[src/rtl/mem_lsu_if.sv]
// Data-memory req/ack bus between mem_lsu (master) and the data memory (slave).
// Signal names carry the direction as seen from the LSU.
interface mem_lsu_if #(
  parameter int ADDR_W = 32
);
  logic              dm_req_o;
  logic              dm_we_o;
  logic [ADDR_W-1:0] dm_addr_o;
  logic [3:0]        dm_sel_o;
  logic [31:0]       dm_wdata_o;
  logic [31:0]       dm_rdata_i;
  logic              dm_ack_i;

  modport master (
    output dm_req_o, dm_we_o, dm_addr_o, dm_sel_o, dm_wdata_o,
    input  dm_rdata_i, dm_ack_i
  );

  modport slave (
    input  dm_req_o, dm_we_o, dm_addr_o, dm_sel_o, dm_wdata_o,
    output dm_rdata_i, dm_ack_i
  );
endinterface

[src/rtl/mem_lsu.sv]
// MIPS32 MEM stage: byte/half/word loads and stores over a req/ack bus with stall and timeout.
// Optional LL/SC link bit enabled by defining MEM_LSU_LLSC_EN.
//
// state | meaning
// IDLE  | pass-through; valid aligned memory op requests stall and launches bus access
// BUSY  | dm_req_o held high until ack or timeout
// DONE  | result presented to MEM/WB, stall released
module mem_lsu #(
  parameter int ADDR_W  = 32,
  parameter int TIMEOUT = 255
) (
  input  logic              clk,
  input  logic              rst,
  input  logic [4:0]        wd_i,
  input  logic              wreg_i,
  input  logic [31:0]       wdata_i,
  input  logic [31:0]       hi_i,
  input  logic [31:0]       lo_i,
  input  logic              whilo_i,
  input  logic [3:0]        mem_op_i,
  input  logic [ADDR_W-1:0] mem_addr_i,
  input  logic [31:0]       mem_sdata_i,
  output logic [4:0]        wd_o,
  output logic              wreg_o,
  output logic [31:0]       wdata_o,
  output logic [31:0]       hi_o,
  output logic [31:0]       lo_o,
  output logic              whilo_o,
  output logic              stallreq_o,
  output logic [1:0]        excp_o,
  output logic              bus_err_o,
`ifdef MEM_LSU_LLSC_EN
  input  logic              llbit_clr_i,
`endif
  mem_lsu_if.master         dm
);

  localparam logic [3:0] OP_LB  = 4'd1;
  localparam logic [3:0] OP_LBU = 4'd2;
  localparam logic [3:0] OP_LH  = 4'd3;
  localparam logic [3:0] OP_LHU = 4'd4;
  localparam logic [3:0] OP_LW  = 4'd5;
  localparam logic [3:0] OP_SB  = 4'd6;
  localparam logic [3:0] OP_SH  = 4'd7;
  localparam logic [3:0] OP_SW  = 4'd8;
  localparam logic [3:0] OP_LL  = 4'd9;
  localparam logic [3:0] OP_SC  = 4'd10;

  localparam int CNT_W = (TIMEOUT > 1) ? $clog2(TIMEOUT + 1) : 1;

  typedef enum logic [1:0] {
    S_IDLE = 2'd0,
    S_BUSY = 2'd1,
    S_DONE = 2'd2
  } state_t;

  state_t             state_q;
  logic               req_q;
  logic               we_q;
  logic [ADDR_W-1:0]  addr_q;
  logic [3:0]         sel_q;
  logic [31:0]        wdata_q;
  logic               bus_err_q;
  logic [31:0]        ldata_q;
  logic [CNT_W-1:0]   cnt_q;

  logic        op_ld, op_st, op_sz_b, op_sz_h, op_sx, op_sc;
  logic        misal, sc_fail, go;
  logic [3:0]  sel_c;
  logic [31:0] wdata_c;
  logic [7:0]  ld_b;
  logic [15:0] ld_h;
  logic [31:0] ld_ext;

  always_comb begin
    op_ld   = 1'b0;
    op_st   = 1'b0;
    op_sz_b = 1'b0;
    op_sz_h = 1'b0;
    op_sx   = 1'b0;
    op_sc   = 1'b0;
    case (mem_op_i)
      OP_LB:  begin op_ld = 1'b1; op_sz_b = 1'b1; op_sx = 1'b1; end
      OP_LBU: begin op_ld = 1'b1; op_sz_b = 1'b1; end
      OP_LH:  begin op_ld = 1'b1; op_sz_h = 1'b1; op_sx = 1'b1; end
      OP_LHU: begin op_ld = 1'b1; op_sz_h = 1'b1; end
      OP_LW:  op_ld = 1'b1;
      OP_LL:  op_ld = 1'b1;
      OP_SB:  begin op_st = 1'b1; op_sz_b = 1'b1; end
      OP_SH:  begin op_st = 1'b1; op_sz_h = 1'b1; end
      OP_SW:  op_st = 1'b1;
      OP_SC:  begin op_st = 1'b1; op_sc = 1'b1; end
      default: ;
    endcase
  end

  // word size is implied for any memory op that is neither byte nor halfword
  assign misal = (op_sz_h && mem_addr_i[0]) ||
                 ((op_ld || op_st) && !op_sz_b && !op_sz_h && (mem_addr_i[1:0] != 2'b00));

`ifdef MEM_LSU_LLSC_EN
  logic llbit_q;
  assign sc_fail = op_sc && !llbit_q;
`else
  assign sc_fail = 1'b0;
`endif

  assign go = (op_ld || op_st) && !misal && !sc_fail;

  always_comb begin
    if (op_sz_b) begin
      sel_c   = 4'b1000 >> mem_addr_i[1:0];
      wdata_c = {4{mem_sdata_i[7:0]}};
    end else if (op_sz_h) begin
      sel_c   = mem_addr_i[1] ? 4'b0011 : 4'b1100;
      wdata_c = {2{mem_sdata_i[15:0]}};
    end else begin
      sel_c   = 4'b1111;
      wdata_c = mem_sdata_i;
    end
  end

  // big-endian lanes: byte offset 0 is the most significant byte
  always_comb begin
    case (mem_addr_i[1:0])
      2'd0:    ld_b = ldata_q[31:24];
      2'd1:    ld_b = ldata_q[23:16];
      2'd2:    ld_b = ldata_q[15:8];
      default: ld_b = ldata_q[7:0];
    endcase
    ld_h = mem_addr_i[1] ? ldata_q[15:0] : ldata_q[31:16];
    if (op_sz_b) begin
      ld_ext = op_sx ? {{24{ld_b[7]}}, ld_b} : {24'd0, ld_b};
    end else if (op_sz_h) begin
      ld_ext = op_sx ? {{16{ld_h[15]}}, ld_h} : {16'd0, ld_h};
    end else begin
      ld_ext = ldata_q;
    end
  end

  always_ff @(posedge clk) begin
    if (rst) begin
      state_q   <= S_IDLE;
      req_q     <= 1'b0;
      we_q      <= 1'b0;
      addr_q    <= '0;
      sel_q     <= 4'd0;
      wdata_q   <= 32'd0;
      bus_err_q <= 1'b0;
      ldata_q   <= 32'd0;
      cnt_q     <= '0;
    end else begin
      bus_err_q <= 1'b0;
      case (state_q)
        S_IDLE: begin
          if (go) begin
            req_q   <= 1'b1;
            we_q    <= op_st;
            addr_q  <= {mem_addr_i[ADDR_W-1:2], 2'b00};
            sel_q   <= sel_c;
            wdata_q <= wdata_c;
            cnt_q   <= CNT_W'(TIMEOUT);
            state_q <= S_BUSY;
          end
        end
        S_BUSY: begin
          if (dm.dm_ack_i) begin
            req_q   <= 1'b0;
            ldata_q <= dm.dm_rdata_i;
            state_q <= S_DONE;
          end else if ((TIMEOUT != 0) && (cnt_q == '0)) begin
            req_q     <= 1'b0;
            bus_err_q <= 1'b1;
            state_q   <= S_DONE;
          end else begin
            cnt_q <= cnt_q - 1'b1;
          end
        end
        S_DONE:  state_q <= S_IDLE;
        default: state_q <= S_IDLE;
      endcase
    end
  end

`ifdef MEM_LSU_LLSC_EN
  // an LL completing in the same cycle as a clear request keeps the link
  always_ff @(posedge clk) begin
    if (rst) begin
      llbit_q <= 1'b0;
    end else if ((state_q == S_DONE) && (mem_op_i == OP_LL) && !bus_err_q) begin
      llbit_q <= 1'b1;
    end else if (llbit_clr_i || ((state_q == S_DONE) && op_sc)) begin
      llbit_q <= 1'b0;
    end
  end
`endif

  assign dm.dm_req_o   = req_q;
  assign dm.dm_we_o    = we_q;
  assign dm.dm_addr_o  = addr_q;
  assign dm.dm_sel_o   = sel_q;
  assign dm.dm_wdata_o = wdata_q;
  assign bus_err_o     = bus_err_q;

  always_comb begin
    wd_o       = wd_i;
    wreg_o     = wreg_i;
    wdata_o    = wdata_i;
    hi_o       = hi_i;
    lo_o       = lo_i;
    whilo_o    = whilo_i;
    stallreq_o = 1'b0;
    excp_o     = 2'b00;
    if (rst) begin
      wd_o    = 5'd0;
      wreg_o  = 1'b0;
      wdata_o = 32'd0;
      hi_o    = 32'd0;
      lo_o    = 32'd0;
      whilo_o = 1'b0;
    end else begin
      case (state_q)
        S_BUSY: begin
          stallreq_o = 1'b1;
          wreg_o     = 1'b0;
        end
        S_DONE: begin
          if (bus_err_q) begin
            wreg_o = 1'b0;
          end else if (op_ld) begin
            wdata_o = ld_ext;
          end else if (op_sc) begin
            wdata_o = 32'd1;
          end
        end
        default: begin
          if (misal) begin
            excp_o = {op_st, op_ld};
            wreg_o = 1'b0;
          end else if (sc_fail) begin
            wdata_o = 32'd0;
          end else if (go) begin
            stallreq_o = 1'b1;
            wreg_o     = 1'b0;
          end
        end
      endcase
    end
  end

endmodule

[src/flat_wrapper.sv]
// flat-port wrapper written by rule: the top's interface ports become plain ports
module mem_lsu_flat 
#(
  parameter int ADDR_W  = 32,
  parameter int TIMEOUT = 255
)
  (clk, rst, wd_i, wreg_i, wdata_i, hi_i, lo_i, whilo_i, mem_op_i, mem_addr_i, mem_sdata_i, wd_o, wreg_o, wdata_o, hi_o, lo_o, whilo_o, stallreq_o, excp_o, bus_err_o, dm_dm_req_o, dm_dm_we_o, dm_dm_addr_o, dm_dm_sel_o, dm_dm_wdata_o, dm_dm_rdata_i, dm_dm_ack_i);
  mem_lsu_if #(.ADDR_W(ADDR_W)) dm_i ();
  input  logic clk;
  input  logic rst;
  input  logic [4:0] wd_i;
  input  logic wreg_i;
  input  logic [31:0] wdata_i;
  input  logic [31:0] hi_i;
  input  logic [31:0] lo_i;
  input  logic whilo_i;
  input  logic [3:0] mem_op_i;
  input  logic [ADDR_W-1:0] mem_addr_i;
  input  logic [31:0] mem_sdata_i;
  output logic [4:0] wd_o;
  output logic wreg_o;
  output logic [31:0] wdata_o;
  output logic [31:0] hi_o;
  output logic [31:0] lo_o;
  output logic whilo_o;
  output logic stallreq_o;
  output logic [1:0] excp_o;
  output logic bus_err_o;
  output wire logic [$bits(dm_i.dm_req_o)-1:0] dm_dm_req_o;
  output wire logic [$bits(dm_i.dm_we_o)-1:0] dm_dm_we_o;
  output wire logic [$bits(dm_i.dm_addr_o)-1:0] dm_dm_addr_o;
  output wire logic [$bits(dm_i.dm_sel_o)-1:0] dm_dm_sel_o;
  output wire logic [$bits(dm_i.dm_wdata_o)-1:0] dm_dm_wdata_o;
  input wire logic [$bits(dm_i.dm_rdata_i)-1:0] dm_dm_rdata_i;
  input wire logic [$bits(dm_i.dm_ack_i)-1:0] dm_dm_ack_i;
  assign dm_dm_req_o = dm_i.dm_req_o;
  assign dm_dm_we_o = dm_i.dm_we_o;
  assign dm_dm_addr_o = dm_i.dm_addr_o;
  assign dm_dm_sel_o = dm_i.dm_sel_o;
  assign dm_dm_wdata_o = dm_i.dm_wdata_o;
  assign dm_i.dm_rdata_i = dm_dm_rdata_i;
  assign dm_i.dm_ack_i = dm_dm_ack_i;
  mem_lsu #(.ADDR_W(ADDR_W), .TIMEOUT(TIMEOUT)) u_core (.clk(clk), .rst(rst), .wd_i(wd_i), .wreg_i(wreg_i), .wdata_i(wdata_i), .hi_i(hi_i), .lo_i(lo_i), .whilo_i(whilo_i), .mem_op_i(mem_op_i), .mem_addr_i(mem_addr_i), .mem_sdata_i(mem_sdata_i), .wd_o(wd_o), .wreg_o(wreg_o), .wdata_o(wdata_o), .hi_o(hi_o), .lo_o(lo_o), .whilo_o(whilo_o), .stallreq_o(stallreq_o), .excp_o(excp_o), .bus_err_o(bus_err_o), .dm(dm_i));
endmodule
[config.mk]
export PLATFORM = sky130hd
export DESIGN_NAME = mem_lsu_flat
export DESIGN_NICKNAME = d
export VERILOG_FILES = /design/src/rtl/mem_lsu_if.sv /design/src/rtl/mem_lsu.sv /design/src/flat_wrapper.sv
export SDC_FILE = /design/constraint.sdc
export NUM_CORES = 1
export LEC_CHECK = 0
export CAP_MARGIN = 40
export CORE_ASPECT_RATIO = 0.6
export CORE_MARGIN = 5
export CORE_UTILIZATION = 37
export CTS_CLUSTER_DIAMETER = 50
export DETAILED_ROUTE_END_ITERATION = 10
export PLACE_DENSITY = 0.75
export SETUP_SLACK_MARGIN = 0.5
export SYNTH_ARGS = -nofsm -noshare
export SYNTH_HDL_FRONTEND = slang
export SYNTH_SLANG_ARGS = --single-unit
[constraint.sdc]
create_clock -name clk -period 6.5 [get_ports clk]
set_clock_uncertainty 0.05 [all_clocks]
set_input_delay 1.3 -clock clk [delete_from_list [all_inputs] [get_ports clk]]
set_output_delay 1.3 -clock clk [all_outputs]
set_load 0.02 [all_outputs]
== After elaboration in Yosys (flattened, before gate mapping) ==
Index checks and enable logic that the tools add are counted.

* Bits in registers: 111
* Input bits: 206
* Output and inout bits: 177
* Logic and storage cells: 108

* Add/subtract/negate cells: 1
* Equality and inequality tests: 18
* Shifts and indexed selects: 1
* Mux-type cells: 51
* Bitwise gates (word level): 1
* Reduce and logical (&&, ||, !) cells: 27

{| class="wikitable"
|+ Operator list
! cell !! count
|-
| $mux W32 || 13
|-
| $mux W8 || 3
|-
| $pmux W8 S3 || 1
|-
| $mux W1 || 18
|-
| $eq A4 B3 Y1 const B || 4
|-
| $mux W16 || 1
|-
| $pmux W8 S2 || 1
|-
| $eq A4 B4 Y1 const B || 3
|-
| $mux W2 || 6
|-
| $mux W4 || 3
|-
| $reduce_or A3 Y1 || 3
|-
| $eq A4 B2 Y1 const B || 2
|-
| $logic_not A8 Y1 || 1
|-
| $sub A8 B1 Y8 const B || 1
|-
| $pmux W1 S2 || 3
|-
| $reduce_and A2 Y1 || 3
|-
| $reduce_or A6 Y1 || 1
|-
| $logic_and A1 B1 Y1 || 5
|-
| $mux W5 || 1
|-
| $eq A2 B1 Y1 const B || 2
|-
| $eq A2 B2 Y1 const B || 2
|-
| $eq A4 B1 Y1 const B || 1
|-
| $logic_not A2 Y1 || 2
|-
| $ne A2 B2 Y1 const B || 2
|-
| 12 further kinds || 17
|}

== Logic depth before layout (Yosys ltp) ==
* Depth after elaboration: 14
* Depth in mapped cells: 9
* Mapped depth without buffers: 7

== Least setup slack after synthesis ==
Ideal clock, no wire load.

* Kind: input-to-output
* Start: in mem_op_i[2]
* End: out wdata_o[10]
* Data arrival time: 2.983 ns
* Required time: 5.150 ns
* Setup slack: 2.167 ns
* Cell stages on the path: 7
* Path buffers: 2
* Cells stage by stage: buf_2 buf_2 o21a_1 a311o_1 nor3_1 o21ai_1 o21ai_0

* Cells in the longest elaborated chain, start to end: 9
* Elaborated cells between the ends (all ways): 26
* Classes of those cells: eq/ne (9); mux (13); reduce/logical (4)

{| class="wikitable"
|+ Ends and longest elaborated chain
! element !! RTL line !! text
|-
| from (decl) || flat_wrapper.sv:17 || <nowiki>input logic [3:0] mem_op_i;</nowiki>
|-
| $eq A4 B3 Y1, or another cell as far along || mem_lsu.sv:82 || <nowiki>case (mem_op_i)</nowiki>
|-
| $reduce_or A3 Y1 (no line) / $reduce_or A2 Y1 (equally long branches) || - ||
|-
| $mux W1 || mem_lsu.sv:82 ||
|-
| $mux W32, on equally long branches || mem_lsu.sv:134, mem_lsu.sv:133 ||
|-
| $mux W32 || mem_lsu.sv:132 || <nowiki>if (op_sz_b) begin</nowiki>
|-
| $mux W32 (*) || mem_lsu.sv:230 || <nowiki>end else if (op_ld) begin</nowiki>
|-
| $mux W32 (*) || mem_lsu.sv:228 || <nowiki>if (bus_err_q) begin</nowiki>
|-
| $mux W32 (*) || - ||
|-
| $mux W32 (*) || mem_lsu.sv:214 || <nowiki>if (rst) begin</nowiki>
|-
| to (decl) || flat_wrapper.sv:22 || <nowiki>output logic [31:0] wdata_o;</nowiki>
|}

Every way passes the cells marked *; elsewhere a longest branch is shown, timed or not.

== Final worst setup path ==
* Start: in mem_op_i[3]
* End: out wdata_o[26]

* Cells in the longest elaborated chain, start to end: 10
* Elaborated cells between the ends (all ways): 27
* Classes of those cells: eq/ne (9); mux (14); reduce/logical (4)

{| class="wikitable"
|+ Ends and longest elaborated chain
! element !! RTL line !! text
|-
| $eq A4 B1 Y1 / $eq A4 B2 Y1 (equally long branches) || mem_lsu.sv:82 ||
|-
| $reduce_or A2 Y1 (no line) || - ||
|-
| $mux W1 || mem_lsu.sv:82 ||
|-
| $mux W32 || mem_lsu.sv:135 || <nowiki>ld_ext = op_sx ? {{16{ld_h[15]}}, ld_h} : {16'd0, ld_h};</nowiki>
|-
| $mux W32 || mem_lsu.sv:134 || <nowiki>end else if (op_sz_h) begin</nowiki>
|-
| $mux W32 || mem_lsu.sv:132 ||
|-
| $mux W32 (*) || mem_lsu.sv:230 ||
|-
| $mux W32 (*) || mem_lsu.sv:228 ||
|-
| $mux W32 (*) || - ||
|-
| $mux W32 (*) || mem_lsu.sv:214 ||
|}

Marked as above.

==> results.txt <==
Status - finished, final reports clean
Ys async rst share - 0%
Input/output buffers - 380
Dpl ws - 876 ps
Crit path DAT - 4370 ps
Fin nets - 1455
Antenna violations before repair - 0
Final setup vio count - 0
H-tree levels - 3
Multi-input logic area - 4210 µm²
Vias in the first global route - 7738
Most area-consuming cells after synthesis - dfxtp_1 32%, a21oi_1 8.7%, nor2b_1 7.2%
Row cnt - 38
F_max - 0.175 GHz
Height of the die - 116 µm
DR vias - 8267
Worst Path Required - 5150 ps
Num Clock Sinks - 111
Pins Over Slew Limit - 0
GP Congestion - 0.977
Top_reg_cell synth - dfxtp_1
Router iterations before antenna repair - 8
Placed Area - 10800 µm²
RSZ-0062 raised after global routing - no
Switch Pwr - 785 µW
Initial Utilization - 38.0%
Maxcap violations - 0
Fin crit share - 88.0%
CP Capture Type - output pin
DR DRC count - 0
Worst-case headroom to the max-slew limit - 39.0%
Root buffer cell - clkbuf_16
Final non-filler cell total - 1489
Initial DRC Count - 768
Via density - 5.55
Clk pwr share - 27.6%
Ant. Diodes - 0
Final worst slack - 778 ps
Pwr dens - 201 nW/µm²
Synth warn - 0
Comb pwr share - 36.8%
Unique masters post-synth - 63
Synth-to-Final Area Change - 60.4%
Leak - 0.00387 µW
CP max FO - 28
Die W - 187 µm
First-pass GRT wire length - 45.8 mm
Post-route ant nets - 0
Reg area - 2220 µm²
Placed insts - 1473
IO Pins - 383
Sequential share of the synthesized area - 32.1%
Fraction of power consumed by sequential logic - 35.6%
Fin. Hold Viols - 0
Worst skew pair latency - 350 ps
Synth area leader - dfxtp_1
WS Path Type - in -> out
Switching share of power - 35.1%
Synth Instances - 924
Hold buffer count at CTS - 0
Peak supply drop - 145 µV
Netlist Area Pre-Place - 6920 µm²
CTS tree - yes
Cts bufs inserted - 9
Area of the core - 18200 µm²
WL per Instance - 20.6 µm
Final non-filler cell area - 11100 µm²
Synthesized area per cell - 7.49 µm²
# fillers - 1685
GRT overflow - 0
HPWL after detailed placement - 23.3 mm
FF+latch count, synth - 111
Largest net degree at the start of global routing - 85
Layout cells sized above 1 - 5.36%
Routed WL - 30.7 mm
Setup Fix Bufs, Post-CTS - 0
Slew @ Worst Pin - 911 ps
Post-synth EDFFs - 0
Setup TNS - 0 ps
Fin Hold WS - 425 ps
DIE AREA - 21600 µm²
Total global routing track utilization - 26.3%
Cts repair resizes - 0
Worst Hold Class - reg -> reg
Post-layout min period - 5720 ps
Crit path launch type - input port
Synth top area share - 32.1%
Clk pin slew, worst setup/hold paths - 80 ps
Clock buffer depth - 2
Internal power - 1450 µW
==> worst paths after layout <==
check / slack [ps] / endpoint / from / cells after the start
worst max-delay path: 780 / wdata_o[26] / mem_op_i[3] / 8
worst min-delay path: 430 / u_core.dm.dm_wdata_o[0] / u_core.dm.dm_wdata_o[0] / 2
worst max register to register: 4070 / u_core.cnt_q[2] / u_core.state_q[1] / 7
worst min register to register: 430 / u_core.dm.dm_wdata_o[0] / u_core.dm.dm_wdata_o[0] / 2
==> layer usage <==
layer,track usage [%],up-vias,routed length (µm)
met3,9.24,23,2970
met2,44.0,392,14500
met5,0,-,0
met4,3.44,0,242
li1,-,3967,-
met1,34.2,3885,13000
==> critical path: stages <==
cell and delay [ps]:
clkdlybuf4s50_1 520, buf_4 330, clkinv_1 380, nor2_1 800
o21ai_0 240, o221ai_1 130, o21ai_0 100, clkdlybuf4s50_1 560
==> placed cells by master (no fill, tap or decap), types with 4 or more instances in the layout <==
cell type | netlist | final
o221ai_1 | 17 | 17
buf_4 | 4 | 23
ha_1 | 5 | 4
o21bai_1 | 8 | 8
inv_1 | 9 | 9
a31oi_1 | 6 | 6
a211oi_1 | 13 | 13
nor2_1 | 38 | 37
a221oi_1 | 15 | 15
mux2i_1 | 24 | 24
nor2b_1 | 80 | 80
mux2_2 | 11 | 11
clkbuf_16 | 0 | 9
clkdlybuf4s50_1 | 0 | 379
nand3_1 | 42 | 42
nand2_1 | 108 | 108
a21oi_1 | 120 | 120
nand2b_1 | 23 | 23
o21ai_0 | 95 | 95
a22o_1 | 7 | 7
o22ai_1 | 25 | 25
a311oi_1 | 13 | 13
nor3_1 | 9 | 9
dfxtp_1 | 111 | 111
==> final cells by class <==
type / instances / share of cell area, %
sequential: 111 / 20.0
multi-input combinational: 708 / 38.0
inverter: 10 / 0.338
tap: 240 / 2.71
timing repair buffer: 404 / 36.0
clock inverter: 7 / 0.970
clock buffer: 9 / 2.03
==> sequential cells by signal (all words and copies together) (netlist names) <==
signal	count
u_core.dm.dm_wdata_o	32
u_core.ldata_q	32
u_core.dm.dm_addr_o	30
u_core.cnt_q	8
u_core.dm.dm_sel_o	4
u_core.state_q	2
u_core.bus_err_o	1
u_core.dm.dm_req_o	1
u_core.dm.dm_we_o	1
==> power by group through the flow <==
stage               logic, µW  registers, µW  clock network (µW)
floorplan                 397            847                   0
global placement          809            807                   0
detailed placement        819            808                   0
CTS                       824            793                 634
global route              886            803                 664
finish                    823            795                 617
==> through the flow <==
| step | utilization (%) | power [µW] |
|---|---|---|
| floorplan | - | 1240 |
| global placement | 58.9 | 1620 |
| detailed placement | 59.1 | 1630 |
| CTS | 60.9 | 2250 |
| global route | 60.9 | 2350 |
| finish | 60.9 | 2240 |
==> cells in the mapped netlist (2+ instances only) <==
cell / instances
o22ai_1: 25
dfxtp_1: 111
o21bai_1: 8
or3_1: 2
nor2b_1: 80
nor2_1: 38
mux2_2: 11
a311oi_1: 13
inv_1: 9
o221ai_1: 17
buf_4: 4
o21ai_1: 2
ha_1: 5
a21o_1: 3
a21oi_1: 120
mux2i_1: 24
a22oi_1: 2
nand2b_1: 23
and2_1: 3
buf_6: 9
a211oi_1: 13
o21a_1: 3
nor3_1: 9
a221oi_1: 15
buf_2: 18
nor3b_1: 3
buf_1: 3
o21ai_0: 95
clkbuf_1: 62
a22o_1: 7
a31oi_1: 6
nand3_1: 42
a221oi_2: 2
nand2_1: 108
==> kinds of logic (layout without fill, tap and decap cells) <==
| group | Yosys count | in the layout | share of synthesized area (%) |
|---|---|---|---|
| AO/OA/AOI/OAI | 343 | 343 | 30.4 |
| adder cells (fa/ha/maj) | 5 | 5 | 0.904 |
| XOR/XNOR | 1 | 1 | 0.127 |
| multiplexers | 36 | 36 | 5.59 |
| other | 1 | 2 | 0.0542 |
| buffers and inverters | 106 | 430 | 7.27 |
| AND/OR/NAND/NOR | 321 | 321 | 23.5 |
| flip-flops | 111 | 111 | 32.1 |
No activity file was read; power rests on OpenSTA's default activity.
